`src/rtl/ppc_types.sv`:
```
// Shared PowerPC core types: decoded system operations and the reservation-station entry
// layout that the other reservation stations reuse.
package ppc_types;

    typedef enum logic [2:0] {
        SYS_NOP           = 3'd0,
        SYS_MOVE_TO_SPR   = 3'd1,
        SYS_MOVE_FROM_SPR = 3'd2,
        SYS_MOVE_TO_MSR   = 3'd3,
        SYS_MOVE_FROM_MSR = 3'd4,
        SYS_SYNC          = 3'd5,
        SYS_TRAP          = 3'd6
    } sys_op_e;

    typedef struct packed {
        sys_op_e    op;
        logic [9:0] spr;
    } system_decode_t;

    // Tag fields are stored at the core-wide tag width; stations may use fewer bits.
    localparam int PPC_RS_ID_WIDTH = 5;
    typedef logic [PPC_RS_ID_WIDTH-1:0] rs_tag_t;

    typedef struct packed {
        logic           valid;
        rs_tag_t        rs_id;
        logic [4:0]     result_reg_addr;
        system_decode_t control;
        logic           op1_ready;
        rs_tag_t        op1_tag;
        logic [31:0]    op1_value;
    } sys_rs_entry_t;

endpackage

```
`src/rtl/sys_reservation_station.sv`:
```
// In-order reservation station for the serializing system unit: a DEPTH-entry FIFO whose
// single operand is woken up by CDB broadcasts; only the head may issue.
module sys_reservation_station
    import ppc_types::*;
#(
    parameter int RS_ID_WIDTH = 5,
    parameter int DEPTH       = 4
) (
    input  logic                   clk,
    input  logic                   rst,
    input  logic                   dispatch_valid,
    output logic                   dispatch_ready,
    input  logic [RS_ID_WIDTH-1:0] rs_id_in,
    input  logic [4:0]             result_reg_addr_in,
    input  system_decode_t         control_in,
    input  logic                   op1_valid_in,
    input  logic [31:0]            op1_value_in,
    input  logic [RS_ID_WIDTH-1:0] op1_tag_in,
    input  logic                   cdb_valid,
    input  logic [RS_ID_WIDTH-1:0] cdb_rs_id,
    input  logic [31:0]            cdb_result,
    input  logic                   flush,
    output logic                   output_valid,
    input  logic                   output_ready,
    output logic [RS_ID_WIDTH-1:0] rs_id_out,
    output logic [4:0]             result_reg_addr_out,
    output logic [31:0]            op1_out,
    output system_decode_t         control_out
);

    localparam int PTR_W = $clog2(DEPTH);
    localparam int CNT_W = PTR_W + 1;

    sys_rs_entry_t    entries_q [DEPTH];
    sys_rs_entry_t    entries_d [DEPTH];
    logic [PTR_W-1:0] rd_ptr_q, rd_ptr_d;
    logic [PTR_W-1:0] wr_ptr_q, wr_ptr_d;
    logic [CNT_W-1:0] count_q, count_d;

    rs_tag_t       cdb_tag;
    rs_tag_t       op1_tag_pad;
    rs_tag_t       rs_id_pad;
    sys_rs_entry_t new_entry;
    logic          do_dispatch;
    logic          do_issue;

    // Narrower station tags are zero-extended into the shared entry tag field.
    always_comb begin
        cdb_tag                       = '0;
        cdb_tag[RS_ID_WIDTH-1:0]      = cdb_rs_id;
        op1_tag_pad                   = '0;
        op1_tag_pad[RS_ID_WIDTH-1:0]  = op1_tag_in;
        rs_id_pad                     = '0;
        rs_id_pad[RS_ID_WIDTH-1:0]    = rs_id_in;
    end

    assign dispatch_ready      = (count_q < CNT_W'(DEPTH));
    assign output_valid        = entries_q[rd_ptr_q].valid & entries_q[rd_ptr_q].op1_ready;
    assign rs_id_out           = entries_q[rd_ptr_q].rs_id[RS_ID_WIDTH-1:0];
    assign result_reg_addr_out = entries_q[rd_ptr_q].result_reg_addr;
    assign op1_out             = entries_q[rd_ptr_q].op1_value;
    assign control_out         = entries_q[rd_ptr_q].control;

    assign do_dispatch = dispatch_valid & dispatch_ready;
    assign do_issue    = output_valid & output_ready;

    // The CDB is also checked against the incoming operand so a same-cycle broadcast is not lost.
    always_comb begin
        new_entry                 = '0;
        new_entry.valid           = 1'b1;
        new_entry.rs_id           = rs_id_pad;
        new_entry.result_reg_addr = result_reg_addr_in;
        new_entry.control         = control_in;
        new_entry.op1_tag         = op1_tag_pad;
        if (op1_valid_in) begin
            new_entry.op1_ready = 1'b1;
            new_entry.op1_value = op1_value_in;
        end else if (cdb_valid && (cdb_tag == op1_tag_pad)) begin
            new_entry.op1_ready = 1'b1;
            new_entry.op1_value = cdb_result;
        end else begin
            new_entry.op1_ready = 1'b0;
            new_entry.op1_value = op1_value_in;
        end
    end

    always_comb begin
        for (int i = 0; i < DEPTH; i++) begin
            entries_d[i] = entries_q[i];
            if (cdb_valid && entries_q[i].valid && !entries_q[i].op1_ready &&
                (entries_q[i].op1_tag == cdb_tag)) begin
                entries_d[i].op1_ready = 1'b1;
                entries_d[i].op1_value = cdb_result;
            end
        end
        rd_ptr_d = rd_ptr_q;
        wr_ptr_d = wr_ptr_q;
        count_d  = count_q;

        // Dispatch only happens below DEPTH entries, so it never lands on a still-valid head.
        if (do_issue) begin
            entries_d[rd_ptr_q].valid = 1'b0;
            rd_ptr_d                  = rd_ptr_q + 1'b1;
        end
        if (do_dispatch) begin
            entries_d[wr_ptr_q] = new_entry;
            wr_ptr_d            = wr_ptr_q + 1'b1;
        end
        case ({do_dispatch, do_issue})
            2'b10:   count_d = count_q + 1'b1;
            2'b01:   count_d = count_q - 1'b1;
            default: count_d = count_q;
        endcase

        if (flush) begin
            for (int i = 0; i < DEPTH; i++) begin
                entries_d[i].valid     = 1'b0;
                entries_d[i].op1_ready = 1'b0;
            end
            rd_ptr_d = '0;
            wr_ptr_d = '0;
            count_d  = '0;
        end
    end

    genvar gi;
    generate
        for (gi = 0; gi < DEPTH; gi++) begin : g_entry
            always_ff @(posedge clk or negedge rst) begin
                if (!rst) begin
                    entries_q[gi] <= '0;
                end else begin
                    entries_q[gi] <= entries_d[gi];
                end
            end
        end
    endgenerate

    always_ff @(posedge clk or negedge rst) begin
        if (!rst) begin
            rd_ptr_q <= '0;
            wr_ptr_q <= '0;
            count_q  <= '0;
        end else begin
            rd_ptr_q <= rd_ptr_d;
            wr_ptr_q <= wr_ptr_d;
            count_q  <= count_d;
        end
    end

endmodule
```
`config.mk`:
```
export PLATFORM = sky130hd
export DESIGN_NAME = sys_reservation_station
export DESIGN_NICKNAME = d
export VERILOG_FILES = /design/src/rtl/ppc_types.sv /design/src/rtl/sys_reservation_station.sv
export SDC_FILE = /design/constraint.sdc
export NUM_CORES = 1
export LEC_CHECK = 0
export CAP_MARGIN = 30
export CORE_MARGIN = 10
export CORE_UTILIZATION = 40
export CTS_CLUSTER_DIAMETER = 30
export DETAILED_ROUTE_END_ITERATION = 10
export PLACE_DENSITY = 0.67
export SETUP_SLACK_MARGIN = 0.4
export SLEW_MARGIN = 20
export SYNTH_ARGS = -nofsm -noshare
export SYNTH_HDL_FRONTEND = slang
export SYNTH_SLANG_ARGS = --single-unit
```
`constraint.sdc`:
```
create_clock -name clk -period 3.7 [get_ports clk]
set_clock_uncertainty 0.2 [all_clocks]
set_input_delay 0.37 -clock clk [delete_from_list [all_inputs] [get_ports clk]]
set_output_delay 0.37 -clock clk [all_outputs]
set_load 0.02 [all_outputs]
```
==> results.cfg, run 1 <==
[global_routing]
largest_net_degree_at_the_start_of_global_routing = 101
overflow_left_after_global_routing = 0
grt_first_pass_wirelength_um = 62600
vias_in_the_first_global_route = 11100
grt_antenna_before_repair = 5
grt_use_total_pct = 20.2

[synth]
synth_edf_count = 0
mappedNetlistArea_sq_mm = 0.0123
asyncSetResetFlopFracSynth_pct = 100
synthesis.nets = 1328
avgSynthCellArea_sq_um = 10.1
seq_total_area_yosys_pct = 52.1
yosysUniqueCellTypes = 40
ys.warnings.count = 0
ff_latch_count_synth = 255
synth_ff_type = sky130_fd_sc_hd__dfrtp_1
post_synth_inst_count = 1215

[pwr]
cell_area_power_density_mw_per_mm2 = 744
ir_drop_uv = 463
totalPowerFinal_mw = 12.2
leakagePower_nw = 7.43

[sta]
final_number_of_setup_violating_endpoints = 0
hold_viol_final = 0
holdWs_ns = 0.236
fmaxAchievable_mhz = 309
fin_crit_ns = 3.23
fin_setup_tns_ns = 0
finalWorstSetupSlack_ns = 0.468
finalMaxSlewViolations = 0
unrepaired_setup_endpoints_after_global_routing = no
max_slew.worst_pin.slew_ns = 0.735
layout_worst_path_cycle_share_pct = 87.4
maxSlewHeadroom_pct = 51.0

[clock_network]
tritoncts_clock_tree = done
clk_pin_slew_worst_paths_ns = 0.05
cts_sinks = 255
cts_setup_buffers = 0
clock_tree.root_cell = sky130_fd_sc_hd__clkbuf_16
cts_buffer_depth = 3
cts_buffers = 57
worst_skew_pair.late_latency_ns = 0.56
htree_levels = 2

[status]
run_status = complete, no violations

[final_layout]
post-route-util_pct = 54.0
finalNonFillerCells = 1824
areaGrowthSynthToFinish_pct = 34.1
nNetsFinal = 1490
layout.cell_area.non_filler_sq_mm = 0.0164
drive_gt1_share_pct = 15.1

[worst_setup_path]
endpoint = op1_out[28]
path_max_fanout = 58
crit_arrival_ns = 2.66
sort_of_element_at_the_end_of_the_critical_path = primary output
worstSetupPathType = register to primary output
worst_ep_required_time_ns = 3.13
crit_path_start = rd_ptr_q[1]
r2r_start = rd_ptr_q[0]
crit-reg2reg-capture = count_q[2]
critical_path.startpoint_type = register
rr_worst_depth = 7
timing.reg2reg.setup_slack_ns = 0.90

[routing]
drt_iter0_markers = 868
routed-via-count = 10200
ant_nets = 0
drc = 0
finalWirelength_um = 39200
wl_per_cell_um = 21.5
total_iterations_of_the_first_detailed_routing_run = 5
via_cell_ratio = 5.61

[place]
placed_area_sq_mm = 0.0143
place.port_buffers = 160
gp_congestion = 0.800
place_inst = 1712
hpwlAfterDp_um = 22700
post-place-ws_ns = 0.655

[floorplanning]
rows = 64
horizontal_die_dimension_um = 195
initial_core_utilization_pct = 40.3
coreArea_sq_mm = 0.0304
area_enclosed_by_the_die_boundary_sq_mm = 0.0380
io_pins = 161
die_y_um = 195

[hold_path]
path_type_of_the_worst_min_delay_path = input pin to register

[flow_run]
max-cap-violations = 0
state kept, by name, indices dropped and copies added, names as in the netlist:
register / count
count_q: 3
rd_ptr_q: 2
wr_ptr_q: 2
entries_q: 248
how the worst min path moves through the flow:
stage,from,end,slack [ns],cells after the start
final,rs_id_in[4],entries_q[122],0.24,3
after global placement,rst,entries_q[202],0.25,1
after CTS,control_in[11],entries_q[235],0.21,3
after detailed placement,rst,entries_q[202],0.25,1
after global routing,rs_id_in[4],entries_q[122],0.24,3
after floorplan,rst,count_q[0],-0.13,0
per-layer routing:
| metal | track usage [%] | wire length [um] | up-vias |
|---|---|---|---|
| met2 | 32.7 | 18700 | 420 |
| met5 | 0 | 38 | - |
| met1 | 26.0 | 16600 | 5157 |
| met3 | 5.17 | 3020 | 77 |
| li1 | - | - | 4568 |
| met4 | 6.33 | 835 | 6 |
where the power goes:
group / switching, mW / internal [mW] / leakage, nW
combinational: 1.26 / 1.30 / 3.42
sequential: 0.534 / 3.77 / 2.99
clock: 1.65 / 3.72 / 1.01
total: 3.45 / 8.79 / 7.43
critical path: stages, from the launching register on:
cell	delay, ns
sky130_fd_sc_hd__dfrtp_2	0.36
sky130_fd_sc_hd__clkbuf_8	0.53
sky130_fd_sc_hd__mux4_2	0.62
sky130_fd_sc_hd__clkdlybuf4s50_1	0.58
cells in the mapped netlist (all sizes together), types with 2 or more instances:
master	number	area, sq um
nor4	3	37.5
mux4	56	1260
a21oi	71	355
and2	9	56.3
a211oi	3	22.5
mux2	2	22.5
nand2	348	1310
nand3	3	15.0
a311oi	4	35.0
nor3	4	20.0
o32ai	64	561
ha	8	100
dfrtp	255	6380
nor2	78	293
nand4b	2	17.5
inv	101	379
buf	48	244
xor2	10	87.6
clkbuf	42	158
xnor2	17	149
nor3b	2	15.0
nand4	3	25.0
o21ai	7	42.5
a221oi	64	561
timing repair:
action	in CTS	in global routing
hold buffers	1	0
gates cloned	0	1
endpoints found under the setup margin	23	35
hold endpoints to repair	91	0
gates resized for setup	2	1
kinds of logic after synthesis:
logic type | Yosys count | share of synthesized area (%)
xor gates and xnor gates | 28 | 2.11
adders and majority gates | 9 | 0.980
AOI/OAI and AO/OA | 216 | 13.1
and+or+nand+nor | 458 | 14.9
DFF | 255 | 52.1
muxes | 58 | 10.5
buffers and inverters | 191 | 6.37
cells in the final DEF (no fill, tap or decap), drive strengths merged, types with 31 or more instances in the layout:
| cell | instances |
|---|---|
| nand2 | 348 |
| inv | 106 |
| nor2 | 78 |
| a221oi | 64 |
| dfrtp | 255 |
| buf | 31 |
| a21oi | 71 |
| o32ai | 64 |
| clkbuf | 70 |
| clkdlybuf4s50 | 159 |
| mux4 | 56 |
area by class of cell:
type | count | area, sq um
well taps | 396 | 495
flip-flops and latches | 255 | 6390
fillers | 2653 | 14000
clock inverters | 39 | 508
clock buffers | 68 | 1570
multi-input cells | 769 | 5130
repair buffers | 193 | 1960
inverters | 101 | 379
diodes | 3 | 7.51
Note: power is estimated with default switching activity, not from simulation.
==> run 2, diff against run 1 <==
==> constraint.sdc (replaced) <==
create_clock -name clk -period 3.7 [get_ports clk]
set_clock_uncertainty 0.2 [all_clocks]
set_input_delay 0.74 -clock clk [delete_from_list [all_inputs] [get_ports clk]]
set_output_delay 0.74 -clock clk [all_outputs]
set_load 0.02 [all_outputs]
==> run 2 against run 1 <==
Net effect:
- first-iteration DRC count increased by 21%
- final area increased by 1.3%
- via count rose by 1.7%
- power hardly changed
- clock-buffer cell count fell by 5
- maximum frequency rose by 0.66%
- sequential power about the same
- critical path depth stayed put
- utilization rose by 0.72 points
- critical endpoint is now control_out[11]
- largest power group unchanged
- highest routed layer unchanged
==> results.cfg, run 2 (synthesized netlist as in run 1, its figures left out) <==
[worst_setup_path]
cpLargestDelayFamily = buffers and inverters
cpMaxStageDelayCell = sky130_fd_sc_hd__clkdlybuf4s50_1
critical_path.startpoint_type = register
rr_worst_depth = 9
worst_ep_required_time_ns = 2.76
worstSetupPathType = register to primary output
number_of_buffer_and_inverter_stages_on_the_critical_path = 2
timing.critical_path.depth = 3
path_max_fanout = 7
sort_of_element_at_the_end_of_the_critical_path = primary output
timing.critical_path.slowest_cell_delay_ns = 0.57
worstPathCellList = buf_12 -> mux4_2 -> clkdlybuf4s50_1
crit_arrival_ns = 2.27

[floorplanning]
rows = 64
io_pins = 161
die_y_um = 195
horizontal_die_dimension_um = 195
initial_core_utilization_pct = 40.3
coreArea_sq_mm = 0.0304
area_enclosed_by_the_die_boundary_sq_mm = 0.0380

[global_routing]
grt_antenna_before_repair = 2
grt_use_total_pct = 20.3
vias_in_the_first_global_route = 11000
grt_first_pass_wirelength_um = 62700
largest_net_degree_at_the_start_of_global_routing = 86
overflow_left_after_global_routing = 0

[sta]
finalMaxSlewViolations = 0
unrepaired_setup_endpoints_after_global_routing = no
maxSlewHeadroom_pct = 55.0
max_slew.worst_pin.slew_ns = 0.673
fmaxAchievable_mhz = 311
fin_setup_tns_ns = 0
layout_worst_path_cycle_share_pct = 86.8
fin_crit_ns = 3.21
final_number_of_setup_violating_endpoints = 0
hold_viol_final = 0

[hold_path]
path_type_of_the_worst_min_delay_path = register to register
holdPathStages = 2

[pwr]
ir_drop_uv = 458
leakagePower_nw = 7.64
cell_area_power_density_mw_per_mm2 = 734

[routing]
finalWirelength_um = 39400
ant_nets = 0
drt_iter0_markers = 1052
total_iterations_of_the_first_detailed_routing_run = 5
routed-via-count = 10400
wl_per_cell_um = 21.3
drc = 0
via_cell_ratio = 5.63

[status]
run_status = complete, no violations

[final_layout]
largest_register_ffs = 248
areaGrowthSynthToFinish_pct = 35.9
mostFrequentLayoutCell = sky130_fd_sc_hd__nand2_1
drive_gt1_share_pct = 16.6
nNetsFinal = 1511
final.fill_count = 2680
antenna-diode-count = 0
layout.cell_area.non_filler_sq_mm = 0.0167
mostFrequentLayoutCells = sky130_fd_sc_hd__nand2_1, sky130_fd_sc_hd__dfrtp_1, sky130_fd_sc_hd__clkdlybuf4s50_1
largest_registers = entries_q x248, count_q x3
registers.top_by_ff_count = entries_q

[place]
place.port_buffers = 160
gp_congestion = 0.803
placed_area_sq_mm = 0.0145
hpwlAfterDp_um = 23200

[clock_network]
clk_pin_slew_worst_paths_ns = 0.05
cts_buffer_depth = 3
cts_buffers = 60
worst_skew_pair.late_latency_ns = 0.57
htree_levels = 2
cts_sinks = 255
tritoncts_clock_tree = done
clock_tree.root_cell = sky130_fd_sc_hd__clkbuf_16

[flow_run]
max-cap-violations = 0
run 2: report_power, final:
| part | internal [mW] | leakage, nW | total (mW) | switching, mW |
|---|---|---|---|---|
| registers | 3.77 | 2.99 | 4.29 | 0.517 |
| clock network | 3.69 | 1.03 | 5.47 | 1.78 |
| logic | 1.21 | 3.62 | 2.47 | 1.25 |
| total | 8.67 | 7.64 | 12.2 | 3.56 |
run 2: metrics by stage:
| stage | worst slack (ns) | power (mW) | util [%] | hold slack [ns] | cells |
|---|---|---|---|---|---|
| floorplan | 0.994 | 5.85 | - | 0.240 | 1215 |
| global placement | 0.558 | 6.77 | 47.5 | 0.251 | 1726 |
| detailed placement | 0.551 | 6.88 | 47.5 | 0.257 | 1726 |
| CTS | 0.280 | 12.3 | 54.7 | 0.271 | 1846 |
| global route | 0.428 | 12.9 | 54.7 | 0.287 | 1846 |
| finish | 0.489 | 12.2 | 54.7 | 0.268 | 1846 |
run 2: timing repair:
item                                    in CTS  in global routing
hold buffers                                 1                  0
pin swaps                                    0                  0
endpoints found under the setup margin      56                  1
endpoints found under the hold margin       74                  0
gates resized for setup                     51                  1
setup buffers                                4                  0
gates cloned                                 1                  0
run 2: final cells by class:
| cell class | count | area, sq um | area share, % |
|---|---|---|---|
| inverter | 101 | 379 | 2.28 |
| multi-input combinational | 769 | 5130 | 30.8 |
| clock inverter | 51 | 588 | 3.53 |
| tap | 396 | 495 | 2.97 |
| clock buffer | 63 | 1540 | 9.27 |
| timing repair buffer | 211 | 2130 | 12.8 |
| sequential | 255 | 6390 | 38.3 |
run 2: path summary, 6_finish.rpt:
| check | to | start | slack, ns |
|---|---|---|---|
| worst min register to register | entries_q[102] | entries_q[102] | 0.27 |
| max in group asynchronous | entries_q[29] | rst | 1.85 |
| worst max-delay path | control_out[11] | rd_ptr_q[0] | 0.49 |
| worst min-delay path | entries_q[102] | entries_q[102] | 0.27 |
| min in group asynchronous | entries_q[202] | rst | 0.55 |
| worst max register to register | count_q[2] | rd_ptr_q[0] | 0.72 |
run 2: worst register-to-register path, cell delays in order, from the launching register on:
cell,delay [ns]
sky130_fd_sc_hd__dfrtp_4,0.50
sky130_fd_sc_hd__buf_12,0.16
sky130_fd_sc_hd__buf_16,0.16
sky130_fd_sc_hd__inv_1,0.12
sky130_fd_sc_hd__mux4_2,0.36
sky130_fd_sc_hd__nand2_1,0.19
sky130_fd_sc_hd__nor2_1,0.08
sky130_fd_sc_hd__fa_1,0.41
sky130_fd_sc_hd__or4_1,0.53
sky130_fd_sc_hd__a41oi_1,0.19
run 2: layer usage:
metal | routed length [um] | up-vias | GRT usage [%]
met5 | 18 | - | 0
met4 | 1050 | 2 | 7.24
met3 | 3440 | 92 | 5.45
met2 | 18400 | 492 | 32.0
met1 | 16500 | 5219 | 26.3
li1 | - | 4597 | -
